File: config.mk
export PLATFORM = sky130hd
export DESIGN_NAME = instruction_queue_flat
export DESIGN_NICKNAME = d
export VERILOG_FILES = /design/src/rtl/dlx_pkg.sv /design/src/rtl/instruction_queue_if.sv /design/src/rtl/ir_field_decode.sv /design/src/rtl/instruction_queue.sv /design/src/flat_wrapper.sv
export SDC_FILE = /design/constraint.sdc
export NUM_CORES = 1
export LEC_CHECK = 0
export CORE_MARGIN = 2
export CORE_UTILIZATION = 30
export CTS_BUF_LIST = sky130_fd_sc_hd__clkbuf_8
export DETAILED_ROUTE_END_ITERATION = 12
export GPL_ROUTABILITY_DRIVEN = 0
export GPL_TIMING_DRIVEN = 0
export PLACE_DENSITY = 0.61
export SLEW_MARGIN = 10
export SYNTH_ARGS = -nofsm -noshare
export SYNTH_HDL_FRONTEND = slang
export SYNTH_SLANG_ARGS = --single-unit
export TNS_END_PERCENT = 10
File: constraint.sdc
create_clock -name Clock -period 5.1 [get_ports Clock]
set_input_delay 0.51 -clock Clock [delete_from_list [all_inputs] [get_ports Clock]]
set_output_delay 0.51 -clock Clock [all_outputs]
set_load 0.1 [all_outputs]
File: src/rtl/dlx_pkg.sv
// DLX instruction word layout shared by the fetch queue and its field decoder.
package dlx_pkg;

    localparam int unsigned INSTR_W   = 32;
    localparam int unsigned OPCODE_W  = 6;
    localparam int unsigned OPCODE_LSB = 26;
    localparam int unsigned REG_W     = 5;
    localparam int unsigned RS_LSB    = 21;
    localparam int unsigned RT_LSB    = 16;
    localparam int unsigned RD_LSB    = 11;
    localparam int unsigned SHAMT_W   = 5;
    localparam int unsigned SHAMT_LSB = 6;
    localparam int unsigned FUNCT_W   = 6;
    localparam int unsigned FUNCT_LSB = 0;
    localparam int unsigned IMM_W     = 16;
    localparam int unsigned JADDR_W   = 26;

    localparam logic [INSTR_W-1:0] NOP_INSTR_DEFAULT = 32'h0000_0000;

    function automatic logic [INSTR_W-1:0] sext_imm(input logic [IMM_W-1:0] imm);
        return {{(INSTR_W-IMM_W){imm[IMM_W-1]}}, imm};
    endfunction

endpackage

File: src/rtl/instruction_queue_if.sv
// Fetch-side push handshake and decode-side pop handshake of the instruction queue.
interface instruction_queue_if;
    import dlx_pkg::*;

    logic [INSTR_W-1:0] MemData;
    logic               MemValid;
    logic               MemReady;
    logic               IRTake;
    logic               IRValid;
    logic [INSTR_W-1:0] Instruction;

    modport master (
        output MemData, MemValid, IRTake,
        input  MemReady, IRValid, Instruction
    );

    modport slave (
        input  MemData, MemValid, IRTake,
        output MemReady, IRValid, Instruction
    );

endinterface

File: src/rtl/ir_field_decode.sv
// Splits a DLX instruction word into its R/I/J-format fields; purely combinational.
module ir_field_decode
    import dlx_pkg::*;
(
    input  logic [INSTR_W-1:0]  Word,
    output logic [OPCODE_W-1:0] OpCode,
    output logic [REG_W-1:0]    RS,
    output logic [REG_W-1:0]    RT,
    output logic [REG_W-1:0]    RD,
    output logic [SHAMT_W-1:0]  SHAMT,
    output logic [FUNCT_W-1:0]  FUNCT,
    output logic [IMM_W-1:0]    Immediate,
    output logic [JADDR_W-1:0]  JumpAddr,
    output logic [INSTR_W-1:0]  ImmSext
);

    assign OpCode    = Word[OPCODE_LSB +: OPCODE_W];
    assign RS        = Word[RS_LSB +: REG_W];
    assign RT        = Word[RT_LSB +: REG_W];
    assign RD        = Word[RD_LSB +: REG_W];
    assign SHAMT     = Word[SHAMT_LSB +: SHAMT_W];
    assign FUNCT     = Word[FUNCT_LSB +: FUNCT_W];
    assign Immediate = Word[IMM_W-1:0];
    assign JumpAddr  = Word[JADDR_W-1:0];
    assign ImmSext   = sext_imm(Word[IMM_W-1:0]);

endmodule

File: src/rtl/instruction_queue.sv
// Flop-based instruction prefetch FIFO with flush and decoded head-word fields.
module instruction_queue
    import dlx_pkg::*;
#(
    parameter int unsigned        DEPTH     = 4,
    parameter logic [INSTR_W-1:0] NOP_INSTR = NOP_INSTR_DEFAULT
)(
    input  logic                         Clock,
    input  logic                         Reset_n,
    instruction_queue_if.slave           q,
    input  logic                         Flush,
    output logic [OPCODE_W-1:0]          OpCode,
    output logic [REG_W-1:0]             RS,
    output logic [REG_W-1:0]             RT,
    output logic [REG_W-1:0]             RD,
    output logic [SHAMT_W-1:0]           SHAMT,
    output logic [FUNCT_W-1:0]           FUNCT,
    output logic [IMM_W-1:0]             Immediate,
    output logic [JADDR_W-1:0]           JumpAddr,
    output logic [INSTR_W-1:0]           ImmSext,
    output logic [$clog2(DEPTH+1)-1:0]   Count
);

    localparam int unsigned PTR_W = $clog2(DEPTH);
    localparam int unsigned CNT_W = $clog2(DEPTH+1);

    logic [INSTR_W-1:0] mem [DEPTH];
    logic [PTR_W-1:0]   head;
    logic [PTR_W-1:0]   tail;
    logic [INSTR_W-1:0] head_word;
    logic               push;
    logic               pop;

    // Ready comes only from the registered count, so a same-cycle pop never frees a slot.
    assign q.MemReady = (Count != CNT_W'(DEPTH));
    assign q.IRValid  = (Count != '0);
    assign push       = q.MemValid && q.MemReady && !Flush;
    assign pop        = q.IRTake && q.IRValid && !Flush;

    always_ff @(posedge Clock or negedge Reset_n) begin
        if (!Reset_n) begin
            head  <= '0;
            tail  <= '0;
            Count <= '0;
        end else if (Flush) begin
            head  <= '0;
            tail  <= '0;
            Count <= '0;
        end else begin
            if (push) tail <= tail + PTR_W'(1);
            if (pop)  head <= head + PTR_W'(1);
            case ({push, pop})
                2'b10:   Count <= Count + CNT_W'(1);
                2'b01:   Count <= Count - CNT_W'(1);
                default: Count <= Count;
            endcase
        end
    end

    // Storage is deliberately unreset; validity is tracked by Count alone.
    always_ff @(posedge Clock) begin
        if (push && Reset_n) mem[tail] <= q.MemData;
    end

    assign head_word     = q.IRValid ? mem[head] : NOP_INSTR;
    assign q.Instruction = head_word;

    ir_field_decode u_decode (
        .Word      (head_word),
        .OpCode    (OpCode),
        .RS        (RS),
        .RT        (RT),
        .RD        (RD),
        .SHAMT     (SHAMT),
        .FUNCT     (FUNCT),
        .Immediate (Immediate),
        .JumpAddr  (JumpAddr),
        .ImmSext   (ImmSext)
    );

endmodule

File: src/flat_wrapper.sv
// flat-port wrapper written by rule: the top's interface ports become plain ports
module instruction_queue_flat import dlx_pkg::*;
#(
    parameter int unsigned        DEPTH     = 4,
    parameter logic [INSTR_W-1:0] NOP_INSTR = NOP_INSTR_DEFAULT
)
  (Clock, Reset_n, Flush, OpCode, RS, RT, RD, SHAMT, FUNCT, Immediate, JumpAddr, ImmSext, Count, q_MemData, q_MemValid, q_IRTake, q_MemReady, q_IRValid, q_Instruction);
  instruction_queue_if q_i ();
  input  logic Clock;
  input  logic Reset_n;
  input  logic Flush;
  output logic [OPCODE_W-1:0] OpCode;
  output logic [REG_W-1:0] RS;
  output logic [REG_W-1:0] RT;
  output logic [REG_W-1:0] RD;
  output logic [SHAMT_W-1:0] SHAMT;
  output logic [FUNCT_W-1:0] FUNCT;
  output logic [IMM_W-1:0] Immediate;
  output logic [JADDR_W-1:0] JumpAddr;
  output logic [INSTR_W-1:0] ImmSext;
  output logic [$clog2(DEPTH+1)-1:0] Count;
  input wire logic [$bits(q_i.MemData)-1:0] q_MemData;
  input wire logic [$bits(q_i.MemValid)-1:0] q_MemValid;
  input wire logic [$bits(q_i.IRTake)-1:0] q_IRTake;
  output wire logic [$bits(q_i.MemReady)-1:0] q_MemReady;
  output wire logic [$bits(q_i.IRValid)-1:0] q_IRValid;
  output wire logic [$bits(q_i.Instruction)-1:0] q_Instruction;
  assign q_i.MemData = q_MemData;
  assign q_i.MemValid = q_MemValid;
  assign q_i.IRTake = q_IRTake;
  assign q_MemReady = q_i.MemReady;
  assign q_IRValid = q_i.IRValid;
  assign q_Instruction = q_i.Instruction;
  instruction_queue #(.DEPTH(DEPTH), .NOP_INSTR(NOP_INSTR)) u_core (.Clock(Clock), .Reset_n(Reset_n), .q(q_i), .Flush(Flush), .OpCode(OpCode), .RS(RS), .RT(RT), .RD(RD), .SHAMT(SHAMT), .FUNCT(FUNCT), .Immediate(Immediate), .JumpAddr(JumpAddr), .ImmSext(ImmSext), .Count(Count));
endmodule
==> summary.txt, run 1 <==
Status
  • Status: finished clean

Clocking
  • Sink Count: 135
  • Clk buf depth: 2
  • CTS tree: done
  • CTS HTree Levels: 4
  • Postcts setup bufs: 0
  • CTS clk-pin slew, worst paths: 80 ps
  • Root Driver: clkbuf_8
  • Hold Buf Count CTS: 0
  • Clk_lat worst skew: 430 ps
  • Post-CTS sizing: 0
  • CTS Buf Count: 17

Setup path
  • CP top delay family: buffers and inverters
  • Required @ worst endpoint: 4590 ps
  • Reg-to-reg setup timing slack: 2630 ps
  • FF-to-FF Start: u_core.Count[1]
  • FF-to-FF End: u_core.mem[2][17]
  • Arrival @ worst endpoint: 3580 ps
  • Setup crit end kind: output pin
  • Buffers & Inverters on Critical Path: 4
  • Slowest stage cell on the critical path: clkdlybuf4s50_1
  • CP cell instances: clkbuf_1 > buf_2 > mux4_2 > nor2b_2 > buf_4 > clkdlybuf4s50_1
  • Cells on worst reg2reg path: 5
  • Crit path launch type: register
  • Worst Path Max Fanout: 21
  • Worst setup path category: register to output pin
  • Critical Path Max Stage Delay: 1130 ps

Power
  • Sw frac: 0.462
  • Power Dens Cells: 500 nW/µm²
  • Net switching power figure: 2.08 mW
  • Pleak: 3.24 nW
  • Flop pwr share: 0.276
  • P_int: 2.42 mW
  • Logic pwr share: 0.501
  • Worst vdd ir: 165 µV
  • Clk pwr share: 0.223

Drt
  • DR pass1 iterations: 4
  • Routed len/inst: 15.0 µm
  • DRT antenna net count: 0
  • DRC viols: 0
  • Via count: 3,631
  • Vias/cell: 4.18
  • Initial drt markers: 109
  • Routed WL: 13,000 µm

Synth
  • Synthesized area: 6310 µm²
  • Post-synth top area share: 0.609
  • Top_reg_cell synth: edfxtp_1
  • Post-synthesis net count: 421
  • Synth unique cells: 37
  • Register area share after synthesis: 0.637
  • Ranking of synthesized cells by area: edfxtp_1 (61%), buf_4 (13%), mux4_2 (10%), dfrtp_1 (2.8%), nor2b_1 (2.0%)
  • Post-synth EDFFs: 128
  • Commonest cells in the netlist: edfxtp_1 (128), buf_4 (108), mux4_2 (28)
  • FF+latch count, synth: 135
  • Syn. warnings: 0
  • Cell accounting for the most synthesized area: edfxtp_1
  • Share of synthesized flip-flops with an asynchronous set or reset: 0.0519
  • Syn Area/Cell: 16.7 µm²
  • Most common cell in the netlist: edfxtp_1
  • Mapped Cells: 379

Global routing
  • Largest net degree at the start of global routing: 22
  • Initial antenna violation count: 0
  • Vias in the first global route: 3,664
  • GRT overflow: 0
  • Total track usage: 0.118
  • First-pass GRT wire length: 19,600 µm

STA
  • Endpoints failing setup: 0
  • Min Tclk post-route: 4090 ps
  • Final Hold Vio Count: 0
  • Max Slew Vio Count: 0
  • Slew headroom: 0.337
  • Worst-Margin Slew: 991 ps
  • Worst Skew: 16.6 ps
  • Fmax: 245 MHz
  • Tcrit/Tclk final: 0.802
  • RSZ-0062 raised after global routing: false
  • Worst Slack Setup Final: 1010 ps
  • Setup TNS Final: 0 ps

Floorplan
  • Row count: 53
  • Core Area: 20,800 µm²
  • Die area: 22,200 µm²
  • Starting Density: 0.303
  • Die W: 149 µm
  • I/O pin count: 180
  • Die height: 149 µm

Finish
  • Antenna diodes: 0
  • Multi-input gate area: 1340 µm²
  • Storage cell area: 4020 µm²
  • Area Overhead vs Synth: 42.6%
  • Nets: 622
  • Final cell count without fillers: 868
  • Filler cells: 1,904
  • Share of cells above drive strength 1: 0.319

Min path
  • Worst Hold Class: input pin to asynchronous set/reset pin

Placement
  • PortBufs: 178
  • HPWL after detailed placement: 9070 µm
  • Dpl cells: 836
  • Worst slack, placed: 980 ps

Job
  • Max Cap Viol: 0
-- cell type report --
| class | instances | area share |
|---|---|---|
| sequential | 135 | 0.446 |
| timing repair buffer | 182 | 0.209 |
| multi-input combinational | 114 | 0.149 |
| buffer | 123 | 0.104 |
| tap | 275 | 0.0382 |
| clock buffer | 17 | 0.0260 |
| clock inverter | 15 | 0.0247 |
| inverter | 7 | 0.00292 |
-- worst register-to-register path, cell delays in order, from the launching register on --
cell and delay, ps:
dfrtp_1 450, buf_2 260, nor3b_2 90, nor4b_1 510, and2_2 610, buf_16 240
-- kinds of logic (layout without fill, tap and decap cells) --
kind of cell | count (synthesis) | count (layout) | share of synthesized area
flops | 135 | 135 | 0.637
buf+inv | 130 | 344 | 0.153
simple gates | 54 | 54 | 0.0565
mux | 32 | 32 | 0.117
compound gates | 19 | 19 | 0.0212
fa+ha+maj | 5 | 5 | 0.0111
xor+xnor | 4 | 4 | 0.00555
-- through the flow --
stage               total power [mW]  hold slack, ps  instance area, µm²   util
detailed placement              3.54             595                8550  0.410
floorplan                       3.10             214                6310      -
global route                    4.65             347                9010  0.433
global placement                3.52             567                8440  0.405
finish                          4.50             353                9010  0.433
CTS                             4.55             318                9000  0.432
-- worst max-delay path by stage --
stage / slack [ps] / start / cells after the start / end
3_3_place_gp: 1120 / u_core.head[1] / 6 / ImmSext[23]
4_1_cts: 450 / u_core.head[1] / 6 / ImmSext[23]
3_5_place_dp: 980 / u_core.head[1] / 6 / ImmSext[23]
2_1_floorplan: 600 / u_core.Count[2] / 5 / ImmSext[16]
6_report: 1010 / u_core.head[1] / 6 / JumpAddr[15]
5_1_grt: 740 / u_core.head[1] / 6 / ImmSext[17]
-- power by group through the flow --
stage	clock (mW)	sequential, mW	combinational [mW]
global placement	0	1.27	2.25
detailed placement	0	1.27	2.28
global route	1.07	1.24	2.33
finish	1.00	1.24	2.26
floorplan	0	1.28	1.81
CTS	1.03	1.24	2.28
-- registers in the layout (all words and copies together), names as in the netlist --
| signal | count |
|---|---|
| u_core.Count | 3 |
| u_core.head | 2 |
| u_core.mem | 128 |
| u_core.tail | 2 |
-- layer usage --
layer	global-route usage	up-vias	routed length, µm
met4	0.0381	0	129
met2	0.203	129	6610
met5	0	-	0
met1	0.143	1776	5480
li1	-	1713	-
met3	0.0333	13	766
-- cell usage in the layout (no fill, tap or decap), types with 5 or more instances in the layout --
master           synthesis  routed
nor2b_1                 20      19
edfxtp_1               128     128
and2b_1                 12      12
buf_2                    5       5
dfrtp_1                  7       7
bufinv_16                0       5
nor2_1                   6       6
clkbuf_1                 5       5
clkdlybuf4s50_1          0     178
a21oi_1                  5       5
buf_4                  108     108
mux4_2                  28      28
inv_1                    7       8
clkbuf_8                 0      17
Power figures use the tool's default switching activity.
==> inputs of run 2 (changes only) <==
Settings changed: PLACE_DENSITY 0.61 to 0.63.
Clock period 5.1 ns to 3.3 ns, I/O delays scaled along.
==> summary.txt, run 2 (synthesized netlist as in run 1, its figures left out) <==
Setup path
  • Required @ worst endpoint: 2970 ps (was 4590 ps)
  • Setup crit end kind: output pin (unchanged)
  • FF-to-FF Start: u_core.Count[0] (was u_core.Count[1])
  • Arrival @ worst endpoint: 2830 ps (was 3580 ps)
  • CP Launch Point: u_core.head[0] (was u_core.head[1])
  • Worst setup path category: register to output pin (unchanged)
  • Worst Path Max Fanout: 7 (was 21)
  • Crit path launch type: register (unchanged)

Finish
  • Post-layout instance area: 8710 µm² (was 9010 µm²)
  • Max FFs per register: 128 (unchanged)
  • Commonest non-fill, non-tap cell in the layout: buf_4 (was clkdlybuf4s50_1)
  • Share of cells above drive strength 1: 0.492 (was 0.319)
  • Antenna diodes: 0 (unchanged)
  • Top Registers: u_core.mem (128), u_core.Count (3) (unchanged)
  • Biggest register: u_core.mem (unchanged)
  • Nets: 622 (unchanged)
  • Most frequent cells in the layout: buf_4 (193), edfxtp_1 (128), clkdlybuf4s50_1 (51), mux4_2 (28), dlygate4sd2_1 (28) (was clkdlybuf4s50_1 (178), edfxtp_1 (128), buf_4 (108), mux4_2 (28), nor2b_1 (19))
  • Area Overhead vs Synth: 38.0% (was 42.6%)

Clocking
  • CTS Buf Count: 17 (unchanged)
  • Hold Buf Count CTS: 0 (unchanged)
  • CTS tree: done (unchanged)
  • Clk_lat worst skew: 440 ps (was 430 ps)
  • Root Driver: clkbuf_8 (unchanged)
  • CTS HTree Levels: 4 (unchanged)
  • CTS clk-pin slew, worst paths: 80 ps (about the same)
  • Sink Count: 135 (unchanged)
  • Clk buf depth: 2 (unchanged)

Floorplan
  • Core Area: 20,800 µm² (unchanged)
  • Die height: 149 µm (unchanged)
  • Row count: 53 (unchanged)
  • Die W: 149 µm (unchanged)
  • I/O pin count: 180 (unchanged)
  • Die area: 22,200 µm² (unchanged)
  • Starting Density: 0.303 (unchanged)

Placement
  • HPWL after detailed placement: 8840 µm (was 9070 µm)
  • Dpl cell area: 8540 µm² (was 8550 µm²)
  • Worst slack, placed: -243 ps (was 980 ps)
  • PortBufs: 178 (unchanged)

Drt
  • DRT antenna net count: 0 (unchanged)
  • DR pass1 iterations: 5 (was 4)
  • DRC viols: 0 (unchanged)
  • Initial drt markers: 127 (was 109)
  • Via count: 3,625 (was 3,631)
  • Routed WL: 13,000 µm (about the same)
  • Routed len/inst: 15.0 µm (about the same)
  • Vias/cell: 4.18 (about the same)

Global routing
  • Met3 Resource Use GR: 0.0361 (was 0.0333)
  • First-pass GRT wire length: 19,500 µm (was 19,600 µm)
  • Total track usage: 0.118 (about the same)
  • M1 GR Usage: 0.142 (was 0.143)
  • M2 GR Usage: 0.202 (was 0.203)
  • Gr busiest metal: met2 (unchanged)
  • Initial antenna violation count: 0 (unchanged)
  • Vias in the first global route: 3,596 (was 3,664)
  • Largest net degree at the start of global routing: 22 (unchanged)
  • GRT overflow: 0 (unchanged)

Power
  • Pleak: 3.50 nW (was 3.24 nW)
  • P_int: 3.57 mW (was 2.42 mW)
  • Flop pwr share: 0.282 (was 0.276)
  • Clk pwr share: 0.222 (was 0.223)
  • Final Power: 6.81 mW (was 4.50 mW)
  • Power Dens Cells: 782 nW/µm² (was 500 nW/µm²)
  • Worst vdd ir: 310 µV (was 165 µV)
  • Net switching power figure: 3.25 mW (was 2.08 mW)
  • Sw frac: 0.477 (was 0.462)
  • Logic pwr share: 0.496 (was 0.501)

STA
  • Worst-Margin Slew: 974 ps (was 991 ps)
  • Worst Skew: 11.1 ps (was 16.6 ps)
  • Fmax: 316 MHz
  • Slew headroom: 0.349 (was 0.337)
  • Max Slew Vio Count: 0 (unchanged)
  • Final Hold Vio Count: 0 (unchanged)
  • WHS: 161 ps (was 353 ps)
  • Min Tclk post-route: 3160 ps
  • Setup TNS Final: 0 ps (unchanged)
  • Tcrit/Tclk final: 0.958
  • Endpoints failing setup: 0 (unchanged)
  • Worst Slack Setup Final: 138 ps (was 1010 ps)
  • RSZ-0062 raised after global routing: false (unchanged)

Min path
  • Worst Hold Class: input pin to asynchronous set/reset pin (unchanged)

Job
  • Max Cap Viol: 0 (unchanged)

Status
  • Status: finished clean (unchanged)
==> run 2: what timing repair did <==
action | CTS | global route
setup endpoints to repair | 136 | 56
gates cloned | 0 | 0
buffers inserted | 0 | 0
resized for setup | 220 | 64
hold endpoints to repair | 0 | 0
==> run 2: final timing paths <==
kind,end,slack [ps],cells after the start
max,ImmSext[0],140,5
min,u_core.Count[2],160,1
max reg2reg,u_core.Count[2],900,8
min reg2reg,u_core.tail[1],610,2
max in group asynchronous,u_core.head[1],2860,1
min in group Clock,u_core.head[0],280,2
==> run 2: metrics by stage <==
stage          std cells   util
3_5_place_dp         836  0.410
4_1_cts              868  0.425
2_1_floorplan        379      -
5_1_grt              868  0.419
3_3_place_gp         832  0.405
6_report             868  0.419
==> run 2: power by group through the flow <==
stage / clock, mW / sequential [mW] / combinational [mW]
finish: 1.51 / 1.92 / 3.38
global route: 1.62 / 1.92 / 3.49
CTS: 1.55 / 1.92 / 3.39
detailed placement: 0 / 1.96 / 3.52
global placement: 0 / 1.96 / 3.49
floorplan: 0 / 1.99 / 2.80
==> run 2: area by class of cell <==
type / count / area (µm²)
Clock inverter: 15 / 218
Inverter: 7 / 26.3
Fill cell: 1954 / 12100
Buffer: 123 / 941
Multi-Input combinational cell: 114 / 1350
Tap cell: 275 / 344
Sequential cell: 135 / 4020
Timing Repair Buffer: 182 / 1580
Clock buffer: 17 / 234
==> run 2: layer usage <==
metal / vias to the layer above / part of all wire
li1: 1707 / -
met1: 1766 / 0.41
met5: - / 0
met2: 142 / 0.51
met3: 10 / 0.073
met4: 0 / 0.012
==> run 2: worst max-delay path: stages, from the launching register on <==
cell	delay, ps
dfrtp_1	350
buf_6	170
mux4_1	550
and2b_1	220
buf_4	140
clkdlybuf4s50_1	960
==> inputs of run 3 (changes only) <==
Settings changed: DONT_BUFFER_PORTS set to 1, PLACE_DENSITY 0.63 to 0.51.
==> summary.txt, run 3 (synthesized netlist as in run 1, its figures left out) <==
Setup path
  • Required @ worst endpoint: 2970 ps (about the same)
  • Setup crit end kind: output pin (unchanged)
  • Arrival @ worst endpoint: 2830 ps (about the same)
  • Worst setup path category: register to output pin (unchanged)
  • Worst Path Max Fanout: 10 (was 7)
  • Crit path launch type: register (unchanged)

Clocking
  • CTS HTree Levels: 4 (unchanged)
  • Clk buf depth: 2 (unchanged)
  • Root Driver: clkbuf_8 (unchanged)
  • CTS Buf Count: 17 (unchanged)
  • CTS clk-pin slew, worst paths: 80 ps (about the same)
  • Clk_lat worst skew: 430 ps (was 440 ps)
  • CTS tree: done (unchanged)
  • Postcts setup bufs: 0 (unchanged)
  • Sink Count: 135 (unchanged)

Floorplan
  • Die W: 149 µm (unchanged)
  • Die area: 22,200 µm² (unchanged)
  • I/O pin count: 180 (unchanged)
  • Core Area: 20,800 µm² (unchanged)
  • Die height: 149 µm (unchanged)
  • Row count: 53 (unchanged)
  • Starting Density: 0.303 (unchanged)

Finish
  • Filler cells: 1,946 (was 1,954)
  • Top Registers: u_core.mem (128), u_core.Count (3) (unchanged)
  • Antenna diodes: 0 (unchanged)
  • Nets: 516 (was 622)
  • Final cell count without fillers: 761 (was 868)
  • Max FFs per register: 128 (unchanged)
  • Area Overhead vs Synth: 30.0% (was 38.0%)
  • Biggest register: u_core.mem (unchanged)
  • Storage cell area: 4030 µm² (was 4020 µm²)
  • Fin util: 0.394 (was 0.419)
  • Commonest non-fill, non-tap cell in the layout: edfxtp_1 (was buf_4)
  • Share of cells above drive strength 1: 0.512 (was 0.492)
  • Multi-input gate area: 1410 µm² (was 1350 µm²)
  • Most frequent cells in the layout: edfxtp_1 (128), buf_4 (108), dlygate4sd3_1 (33), mux4_2 (28), buf_16 (20) (was buf_4 (193), edfxtp_1 (128), clkdlybuf4s50_1 (51), mux4_2 (28), dlygate4sd2_1 (28))

Global routing
  • GRT overflow: 0 (unchanged)
  • Largest net degree at the start of global routing: 27 (was 22)
  • First-pass GRT wire length: 19,000 µm (was 19,500 µm)
  • Vias in the first global route: 3,421 (was 3,596)
  • Initial antenna violation count: 0 (unchanged)
  • Total track usage: 0.117 (was 0.118)

Drt
  • Vias/cell: 4.35 (was 4.18)
  • DRC viols: 0 (unchanged)
  • Initial drt markers: 142 (was 127)
  • Routed WL: 12,700 µm (was 13,000 µm)
  • DRT antenna net count: 0 (unchanged)
  • Via count: 3,312 (was 3,625)
  • Routed len/inst: 16.6 µm (was 15.0 µm)
  • DR pass1 iterations: 4 (was 5)

STA
  • Worst Skew: 8.72 ps (was 11.1 ps)
  • Endpoints failing setup: 0 (unchanged)
  • Worst-Margin Slew: 1050 ps (was 974 ps)
  • Max Slew Vio Count: 0 (unchanged)
  • WHS: 215 ps (was 161 ps)
  • Final Hold Vio Count: 0 (unchanged)
  • Slew headroom: 0.303 (was 0.349)
  • RSZ-0062 raised after global routing: true (was false)
  • Min Tclk post-route: 3160 ps (about the same)
  • Worst Slack Setup Final: 136 ps (was 138 ps)
  • Fmax: 316 MHz (about the same)
  • Tcrit/Tclk final: 0.959 (was 0.958)

Placement
  • Dpl cells: 697 (was 836)
  • HPWL after detailed placement: 8350 µm (was 8840 µm)
  • PortBufs: 0 (was 178)
  • Worst slack, placed: -378 ps (was -243 ps)

Power
  • Final Power: 6.58 mW (was 6.81 mW)
  • Worst vdd ir: 344 µV (was 310 µV)
  • Power Dens Cells: 802 nW/µm² (was 782 nW/µm²)
  • Pleak: 2.99 nW (was 3.50 nW)

Job
  • Max Cap Viol: 0 (unchanged)

Status
  • Status: finished clean (unchanged)

Min path
  • Worst Hold Class: input pin to register (was input pin to asynchronous set/reset pin)
-- run 3: what timing repair did --
action                                  in CTS  in global routing
hold buffers                                33                  0
endpoints found under the hold margin      135                  0
resized for setup                           17                  5
endpoints found under the setup margin     138                 33
-- run 3: layout make-up --
type / count / share of cell area
Buffer: 123 / 0.115
Clock buffer: 17 / 0.0285
Clock inverter: 14 / 0.0197
Inverter: 7 / 0.00366
Multi-Input combinational cell: 114 / 0.172
Sequential cell: 135 / 0.491
Tap cell: 275 / 0.0419
Timing Repair Buffer: 76 / 0.128
-- run 3: power breakdown --
group          switching [mW]  internal [mW]  leakage [nW]
sequential             0.0441           1.91          1.25
combinational            2.53          0.738          1.55
clock                   0.625          0.735         0.194
-- run 3: worst paths after layout --
path	startpoint	end	slack [ps]	cells after the start
min in group asynchronous	Reset_n	u_core.tail[1]	250	1
worst max register to register	u_core.Count[1]	u_core.Count[2]	180	8
worst min-delay path	q_IRTake	u_core.Count[2]	220	3
worst min register to register	u_core.tail[0]	u_core.tail[0]	600	2
worst max-delay path	u_core.Count[2]	q_Instruction[6]	140	5
max in group asynchronous	Reset_n	u_core.Count[0]	2740	1
-- run 3: per-layer routing --
| layer | part of all wire | track usage | up-vias |
|---|---|---|---|
| met4 | 0.015 | 0.0476 | 0 |
| met1 | 0.40 | 0.133 | 1672 |
| met5 | 0 | 0 | - |
| met3 | 0.063 | 0.0367 | 13 |
| met2 | 0.52 | 0.205 | 132 |
| li1 | - | - | 1495 |
-- run 3: worst max-delay path: stages, from the launching register on --
cell and delay, ps:
dfrtp_2 620, buf_6 240, nor3_4 350, buf_2 370, and2b_2 470, buf_4 330
-- run 3: per-stage QoR --
step	setup TNS, ps	cell area [µm²]
after global routing	0	8210
after floorplan	-25240	6320
after global placement	-142770	6660
after detailed placement	-11210	7440
final	0	8210
after CTS	0	8190
